===== config.mk =====
export PLATFORM = sky130hd
export DESIGN_NAME = arbitro_memoria
export DESIGN_NICKNAME = d
export VERILOG_FILES = /design/src/rtl/arbitro_memoria_pkg.sv /design/src/rtl/arbitro_memoria.sv
export SDC_FILE = /design/constraint.sdc
export NUM_CORES = 1
export LEC_CHECK = 0
export BUFFER_PORTS_ARGS = -buffer_cell sky130_fd_sc_hd__buf_4
export CELL_PAD_IN_SITES_DETAIL_PLACEMENT = 0
export CELL_PAD_IN_SITES_GLOBAL_PLACEMENT = 2
export CORE_ASPECT_RATIO = 1.2
export CORE_MARGIN = 2
export CORE_UTILIZATION = 24
export DETAILED_ROUTE_END_ITERATION = 7
export PLACE_DENSITY_LB_ADDON = 0.1
export SYNTH_ARGS = -nofsm -noshare
export SYNTH_HDL_FRONTEND = slang
export SYNTH_SLANG_ARGS = --single-unit

===== constraint.sdc =====
create_clock -name clk_i -period 4.3 [get_ports clk_i]
set_input_delay 0 -clock clk_i [delete_from_list [all_inputs] [get_ports clk_i]]
set_output_delay 0 -clock clk_i [all_outputs]
set_load 0.1 [all_outputs]

===== src/rtl/arbitro_memoria_pkg.sv =====
// Shared types and helpers for the two-requester memory-port arbiter.
package arbitro_memoria_pkg;

    // Default geometry of the external memory port and watchdog.
    localparam int ANCHO_DATOS_DEF = 64;
    localparam int ANCHO_DIR_DEF   = 18;
    localparam int MAX_ESPERA_DEF  = 1023;
    localparam int ANCHO_CONT      = 10;

    // Sequencer states: idle, command outstanding, one-cycle completion.
    typedef enum logic [1:0] {
        LIBRE  = 2'd0,
        ESPERA = 2'd1,
        FIN    = 2'd2
    } estado_t;

    // Operation latched at grant time.
    typedef enum logic {
        OP_LEER     = 1'b0,
        OP_ESCRIBIR = 1'b1
    } op_t;

    // Round-robin pick between two requesters: on a tie the one not served
    // last wins, otherwise whoever is asking.
    function automatic logic elegir_rr(input logic req_0,
                                       input logic req_1,
                                       input logic ultimo);
        if (req_0 && req_1) begin
            return ~ultimo;
        end else if (req_1) begin
            return 1'b1;
        end else begin
            return 1'b0;
        end
    endfunction

endpackage


===== src/rtl/arbitro_memoria.sv =====
// Round-robin arbiter and sequencer for the shared external memory port.
// Two engines issue level read/write requests; one command at a time is driven
// with the leer/escribir/operacion_completada handshake, guarded by a watchdog.
module arbitro_memoria
    import arbitro_memoria_pkg::*;
#(
    parameter int ANCHO_DATOS = ANCHO_DATOS_DEF,
    parameter int ANCHO_DIR   = ANCHO_DIR_DEF,
    parameter int MAX_ESPERA  = MAX_ESPERA_DEF
) (
    input  logic                   clk_i,
    input  logic                   reset_i,
    input  logic                   sol_leer_0_i,
    input  logic                   sol_escribir_0_i,
    input  logic [ANCHO_DIR-1:0]   sol_direccion_0_i,
    input  logic [ANCHO_DATOS-1:0] sol_datos_0_i,
    input  logic                   sol_leer_1_i,
    input  logic                   sol_escribir_1_i,
    input  logic [ANCHO_DIR-1:0]   sol_direccion_1_i,
    input  logic [ANCHO_DATOS-1:0] sol_datos_1_i,
    output logic                   hecho_0_o,
    output logic                   hecho_1_o,
    output logic [ANCHO_DATOS-1:0] datos_salida_o,
    output logic                   error_tiempo_o,
    output logic                   leer_o,
    output logic                   escribir_o,
    output logic [ANCHO_DIR-1:0]   direccion_memoria_o,
    output logic [ANCHO_DATOS-1:0] datos_por_escribir_o,
    input  logic                   operacion_completada_i,
    input  logic [ANCHO_DATOS-1:0] datos_leidos_i
);

    localparam logic [ANCHO_CONT-1:0] LIMITE = ANCHO_CONT'(MAX_ESPERA);

    estado_t                estado_q;
    op_t                    op_q;
    logic                   g_q;
    logic                   ultimo_q;
    logic [ANCHO_CONT-1:0]  cnt_q;
    logic [ANCHO_CONT-1:0]  cnt_d;
    logic                   leer_q;
    logic                   escribir_q;
    logic [ANCHO_DIR-1:0]   dir_q;
    logic [ANCHO_DATOS-1:0] datos_wr_q;
    logic [ANCHO_DATOS-1:0] datos_salida_q;
    logic                   hecho_0_q;
    logic                   hecho_1_q;
    logic                   error_q;

    logic                   req_0;
    logic                   req_1;
    logic                   gnt_d;
    op_t                    op_d;
    logic [ANCHO_DIR-1:0]   dir_d;
    logic [ANCHO_DATOS-1:0] datos_d;
    logic                   limite_alcanzado;

    // Grant candidate and the command it would issue; write beats read when
    // a requester raises both.
    always_comb begin
        req_0   = sol_leer_0_i | sol_escribir_0_i;
        req_1   = sol_leer_1_i | sol_escribir_1_i;
        gnt_d   = elegir_rr(req_0, req_1, ultimo_q);
        op_d    = OP_LEER;
        dir_d   = sol_direccion_0_i;
        datos_d = sol_datos_0_i;
        if (gnt_d) begin
            if (sol_escribir_1_i) begin
                op_d = OP_ESCRIBIR;
            end
            dir_d   = sol_direccion_1_i;
            datos_d = sol_datos_1_i;
        end else begin
            if (sol_escribir_0_i) begin
                op_d = OP_ESCRIBIR;
            end
        end
        cnt_d            = cnt_q + 1'b1;
        limite_alcanzado = (MAX_ESPERA != 0) && (cnt_d == LIMITE);
    end

    // Sequencer FSM with all memory-side and requester-side outputs registered.
    always_ff @(posedge clk_i or posedge reset_i) begin
        if (reset_i) begin
            estado_q       <= LIBRE;
            op_q           <= OP_LEER;
            g_q            <= 1'b0;
            ultimo_q       <= 1'b1;
            cnt_q          <= '0;
            leer_q         <= 1'b0;
            escribir_q     <= 1'b0;
            dir_q          <= '0;
            datos_wr_q     <= '0;
            datos_salida_q <= '0;
            hecho_0_q      <= 1'b0;
            hecho_1_q      <= 1'b0;
            error_q        <= 1'b0;
        end else begin
            hecho_0_q <= 1'b0;
            hecho_1_q <= 1'b0;
            case (estado_q)
                LIBRE: begin
                    if (req_0 || req_1) begin
                        g_q        <= gnt_d;
                        op_q       <= op_d;
                        dir_q      <= dir_d;
                        datos_wr_q <= datos_d;
                        leer_q     <= (op_d == OP_LEER);
                        escribir_q <= (op_d == OP_ESCRIBIR);
                        cnt_q      <= '0;
                        estado_q   <= ESPERA;
                    end
                end
                ESPERA: begin
                    if (operacion_completada_i) begin
                        leer_q     <= 1'b0;
                        escribir_q <= 1'b0;
                        if (op_q == OP_LEER) begin
                            datos_salida_q <= datos_leidos_i;
                        end
                        hecho_0_q  <= ~g_q;
                        hecho_1_q  <= g_q;
                        estado_q   <= FIN;
                    end else if (limite_alcanzado) begin
                        leer_q     <= 1'b0;
                        escribir_q <= 1'b0;
                        error_q    <= 1'b1;
                        hecho_0_q  <= ~g_q;
                        hecho_1_q  <= g_q;
                        estado_q   <= FIN;
                    end else begin
                        cnt_q <= cnt_d;
                    end
                end
                FIN: begin
                    ultimo_q <= g_q;
                    estado_q <= LIBRE;
                end
                default: begin
                    estado_q <= LIBRE;
                end
            endcase
        end
    end

    assign hecho_0_o            = hecho_0_q;
    assign hecho_1_o            = hecho_1_q;
    assign datos_salida_o       = datos_salida_q;
    assign error_tiempo_o       = error_q;
    assign leer_o               = leer_q;
    assign escribir_o           = escribir_q;
    assign direccion_memoria_o  = dir_q;
    assign datos_por_escribir_o = datos_wr_q;

endmodule


# Yosys cells after proc, flatten, opt, wreduce, memory -nomap -nowiden
# Index checks and enable logic that the tools add are counted.
# totals
input_bits	235
ff_bits	166
output_inout_bits	151
# op_classes
eq_ne	7
add_sub_neg	1
reduce_logical	10
muxes	27
bitwise	7
# op_table
operator	n
$mux W64	1
$mux W10	3
$pmux W10 S2	1
$mux W18	1
$mux W1	15
$add A10 B1 Y10 const B	1
$eq A10 B10 Y1 const B	1
$reduce_and A3 Y1	3
$mux W2	3
$ne A2 B2 Y1 const B	3
$not A1 Y1	5
$pmux W1 S2	2
$pmux W2 S2	1
$reduce_and A2 Y1	2
$reduce_and A4 Y1	1
$ne A3 B3 Y1 const B	1
$eq A2 B1 Y1 const B	1
$eq A2 B2 Y1 const B	1
$logic_not A2 Y1	1
$or A1 B1 Y1	2
$reduce_bool A2 Y1	1
$logic_and A1 B1 Y1	1
$logic_or A1 B1 Y1	1

# Longest topological paths before layout
# depth
word_depth	7
mapped_depth	8
ltp_nobuf	7

# Worst setup path after synthesis
# No wires, ideal clock.
# synth_timing
path_kind	reg-to-reg
from	reg cnt_q[1]
to	reg leer_q (netlist: leer_o)
period_less_slack_ns	1.770
setup_ns	0.126
n_path_buf	0
setup_slack_ns	2.530
arrival_ns	1.644
path_stages_with_launch	7
cell_sequence	dfrtp_1 ha_1 nand2b_1 a21oi_1 o2111a_2 a21oi_2 a311o_1
# synth_via
elab_chain_cells	4
# synth_rtl
item	line	rtl
from (decl)	arbitro_memoria.sv:39	logic [ANCHO_CONT-1:0] cnt_q;
from (signal assigned)	arbitro_memoria.sv:132	cnt_q <= cnt_d;
$add A10 B1 Y10	arbitro_memoria.sv:78	cnt_d = cnt_q + 1'b1;
$eq A10 B10 Y1	arbitro_memoria.sv:79	limite_alcanzado = (MAX_ESPERA != 0) && (cnt_d == LIMITE);
$ne A3 B3 Y1 (no source line)	n/a	
$reduce_and A3 Y1 (no source line)	n/a	
to (signal assigned)	arbitro_memoria.sv:108	leer_q <= (op_d == OP_LEER);
to (decl)	arbitro_memoria.sv:41	logic leer_q;
# Every way passes these cells.
# A chain may end at the register's enable or synchronous reset.

# Final worst setup path
# layout_timing
from	reg ultimo_q
to	reg datos_wr_q[43] (netlist: datos_por_escribir_o[43])
# layout_via
elab_chain_cells	3
# layout_rtl
item	line	rtl
from (decl)	arbitro_memoria.sv:38	logic ultimo_q;
from (signal assigned)	arbitro_memoria.sv:136	ultimo_q <= g_q;
$not A1 Y1	arbitro_memoria_pkg.sv:29	return ~ultimo;
$mux W1	arbitro_memoria_pkg.sv:28	if (req_0 && req_1) begin
$mux W64	arbitro_memoria.sv:67	if (gnt_d) begin
to (signal assigned)	arbitro_memoria.sv:107	datos_wr_q <= datos_d;
to (decl)	arbitro_memoria.sv:44	logic [ANCHO_DATOS-1:0] datos_wr_q;
# Every way passes these cells.

==> impl_metrics.prom <==
# TYPE chip_impl_metric gauge
chip_impl_info{name="outcome",value="completed"} 1
chip_impl_metric{name="detail_placement_hpwl",unit="um"} 17300
chip_impl_metric{name="cts_max_path_buffers",unit=""} 2
chip_impl_metric{name="preCtsSetupSlack",unit="ps"} 1830
chip_impl_metric{name="worstSkewPairLatency",unit="ps"} 430
chip_impl_info{name="regToRegStartpoint",value="ultimo_q"} 1
chip_impl_metric{name="finish.cell_count_without_fillers",unit=""} 1612
chip_impl_metric{name="cts.sinks",unit=""} 166
chip_impl_info{name="crit_end",value="datos_por_escribir_o[43]"} 1
chip_impl_metric{name="async_flop_share",unit="%"} 100
chip_impl_metric{name="initialDrtViolationCount",unit=""} 223
chip_impl_metric{name="grt_first_pass_wirelength",unit="um"} 39100
chip_impl_metric{name="r2r.worst_path.cells",unit=""} 6
chip_impl_metric{name="detail_route.wirelength",unit="um"} 25100
chip_impl_metric{name="fillerInstances",unit=""} 2871
chip_impl_metric{name="effective_utilization_at_floorplan",unit="%"} 24.4
chip_impl_metric{name="area_of_the_placeable_core",unit="um^2"} 29600
chip_impl_info{name="cts_root_buffer",value="clkbuf_16"} 1
chip_impl_metric{name="synthesis.area",unit="um^2"} 7230
chip_impl_metric{name="post_route_cells_drive_above_1_share",unit="%"} 40.8
chip_impl_metric{name="timing.hold.ws",unit="ps"} 38.4
chip_impl_metric{name="post_drt_via_cell_ratio",unit=""} 4.20
chip_impl_info{name="synth_flop_cell",value="dfrtp_1"} 1
chip_impl_metric{name="fin_hold_viols",unit=""} 0
chip_impl_metric{name="fin_ws",unit="ps"} 1730
chip_impl_metric{name="cts-resized-gates",unit=""} 0
chip_impl_metric{name="postSynthAreaPerCell",unit="um^2"} 11.9
chip_impl_metric{name="post-route-period-util",unit="%"} 59.8
chip_impl_metric{name="total_routing_usage_gr",unit="%"} 15.9
chip_impl_metric{name="grt_max_degree",unit=""} 167
chip_impl_metric{name="chipHeight",unit="um"} 194
chip_impl_metric{name="proportion_of_synthesized_chip_area_in_sequential_cells",unit="%"} 57.5
chip_impl_metric{name="die_area",unit="um^2"} 31500
chip_impl_info{name="worstSetupPathType",value="flip-flop to flip-flop"} 1
chip_impl_info{name="worst_hold_path_type",value="input port to flip-flop"} 1
chip_impl_metric{name="final-seq-area",unit="um^2"} 4160
chip_impl_metric{name="vias",unit=""} 6776
chip_impl_metric{name="clk_pin_slew_worst_paths",unit="ps"} 80
chip_impl_info{name="grt_setup_unrepaired",value="no"} 1
chip_impl_metric{name="grt_remaining_overflow",unit=""} 0
chip_impl_metric{name="report.final.slew_viol_count",unit=""} 0
chip_impl_info{name="start_kind",value="flip-flop"} 1
chip_impl_info{name="layout.cells.most_common",value="buf_4"} 1
chip_impl_info{name="critPathLaunch",value="ultimo_q"} 1
chip_impl_metric{name="multi_input_comb_area",unit="um^2"} 2900
chip_impl_info{name="timing.critical_path.to_type",value="flip-flop"} 1
chip_impl_metric{name="post-route-drc-count",unit=""} 0
chip_impl_metric{name="dp_cells",unit=""} 1349
chip_impl_metric{name="mapped_nets",unit=""} 844
chip_impl_metric{name="chipWidth",unit="um"} 162
chip_impl_metric{name="fin_setup_tns",unit="ps"} 0
chip_impl_metric{name="routedWlPerCell",unit="um"} 15.6
chip_impl_metric{name="port-buffer-count",unit=""} 385
chip_impl_metric{name="grt_pass1_vias",unit=""} 7208
chip_impl_metric{name="fin_crit",unit="ps"} 2570
chip_impl_metric{name="antenna_violating_nets_post_route",unit=""} 0
chip_impl_metric{name="first_pass_iters",unit=""} 6
chip_impl_metric{name="yosys_warnings",unit=""} 0
chip_impl_metric{name="report.final.setup_viol",unit=""} 0
chip_impl_info{name="reg2reg_to",value="datos_por_escribir_o[43]"} 1
chip_impl_metric{name="cap_viol_max_count",unit=""} 0
chip_impl_metric{name="place.gp.congestion",unit=""} 0.707
chip_impl_metric{name="arrival_time_of_data_at_the_critical_path_endpoint",unit="ps"} 2870
chip_impl_metric{name="tightestPinTransition",unit="ps"} 993
chip_impl_metric{name="rows",unit=""} 69
chip_impl_metric{name="clock-skew-final",unit="ps"} 12.5
chip_impl_metric{name="cts_made_buffers",unit=""} 17
chip_impl_metric{name="critPathRequiredTime",unit="ps"} 4600
chip_impl_metric{name="number_of_levels_in_the_clock_h_tree",unit=""} 4
chip_impl_metric{name="max_fo_critical_path",unit=""} 75
chip_impl_info{name="cts_tree",value="yes"} 1
chip_impl_metric{name="syn2layout_area_growth",unit="%"} 85.3
chip_impl_metric{name="post_layout_nets",unit=""} 1446
chip_impl_metric{name="synthDistinctLibCells",unit=""} 50
chip_impl_metric{name="antenna_cells",unit=""} 0
chip_impl_metric{name="floorplan.io_pins",unit=""} 386
chip_impl_metric{name="postSynthCellCount",unit=""} 607
chip_impl_metric{name="number_of_antenna_violations_at_the_first_check_in_global_routing",unit=""} 0
chip_impl_metric{name="worst-r2r-setup-slack",unit="ps"} 1730
chip_impl_metric{name="synth-seq-cells",unit=""} 166
chip_impl_metric{name="max-slew-margin-rel",unit="%"} 33.8
chip_impl_info{name="final_cell_mix",value="buf_4, dlygate4sd3_1, dfrtp_1"} 1
chip_impl_metric{name="synth_edf_count",unit=""} 0
chip_impl_metric{name="highest_clock_rate",unit="GHz"} 0.389
==> repair_timing <==
| action | CTS | global route |
|---|---|---|
| hold buffers | 231 | 0 |
| endpoints found under the hold margin | 317 | 0 |
| buffers inserted | 0 | 0 |
| endpoints found under the setup margin | 0 | 0 |
==> flip-flops by register name, indices dropped and copies added, names as in the netlist <==
name	flops
datos_por_escribir_o	64
escribir_o	1
g_q	1
error_tiempo_o	1
ultimo_q	1
op_q	1
cnt_q	10
estado_q	2
datos_salida_o	64
hecho_0_o	1
direccion_memoria_o	18
leer_o	1
hecho_1_o	1
==> synthesized netlist by cell type (3+ instances only) <==
library cell / count / area [um^2]
o21ai_1: 86 / 430
a21oi_1: 3 / 15.0
buf_2: 25 / 125
clkbuf_1: 7 / 26.3
buf_4: 4 / 30.0
dfrtp_1: 165 / 4130
inv_1: 4 / 15.0
nand2b_1: 6 / 37.5
nand3_1: 4 / 20.0
o31ai_1: 4 / 30.0
nand2_1: 89 / 334
o21ai_0: 9 / 45.0
mux2_2: 61 / 687
mux2i_1: 83 / 831
nor2_1: 13 / 48.8
mux2_1: 4 / 45.0
==> final cells by class <==
type,instances,area share (%)
flip-flops and latches,166,31.0
repair buffers,620,39.3
inverters,4,0.140
well taps,390,3.64
clock inverters,13,0.905
clock buffers,19,3.38
multi-input cells,400,21.6
==> worst max-delay path: stages (launching register included) <==
cell and delay (ps):
dfstp_2 540, o21ai_1 100, o21ai_4 220, buf_12 420, mux2i_1 330, dlygate4sd3_1 610
o21ai_1 60
==> cells by family (layout without fill, tap and decap cells) <==
family                     Yosys count  in the layout  synth area share (%)
xor gates and xnor gates             3              3                 0.363
AOI/OAI and AO/OA                  119            119                  9.58
muxes                              148            148                  21.6
adders and majority gates            2              2                 0.346
buffers and inverters               41            656                  2.77
and+or+nand+nor                    128            128                  7.87
DFF                                166            166                  57.5
==> per-stage QoR <==
stage                     utilization [%]  area (um^2)
final                                45.3        13400
after global routing                 45.3        13400
after CTS                            45.3        13400
after detailed placement             35.5        10500
after global placement               35.5        10500
after floorplan                         -         7240
==> worst min path at each step <==
stage | endpoint | from | cells past startpoint | slack [ps]
finish | op_q | sol_escribir_1_i | 3 | 40
CTS | op_q | sol_escribir_1_i | 3 | 20
detailed placement | datos_salida_o[22] | datos_leidos_i[22] | 2 | 230
global placement | datos_salida_o[19] | datos_leidos_i[19] | 2 | 220
global route | op_q | sol_escribir_1_i | 3 | 40
floorplan | datos_salida_o[19] | datos_leidos_i[19] | 1 | 130
==> routing by layer <==
layer  track usage [%]  part of all wire (%)  vias to the layer above  wire [um]
li1                  -                     -                     3339          -
met1              17.1                    37                     3152       9380
met2              28.6                    51                      263      12800
met3              6.31                   9.7                       22       2430
met4              5.05                   1.9                        0        468
met5                 0                     0                        -          0
Power is left out: the tool's default activity adds up to more than one toggle a clock period on the data nets, which glitch-free logic cannot reach.
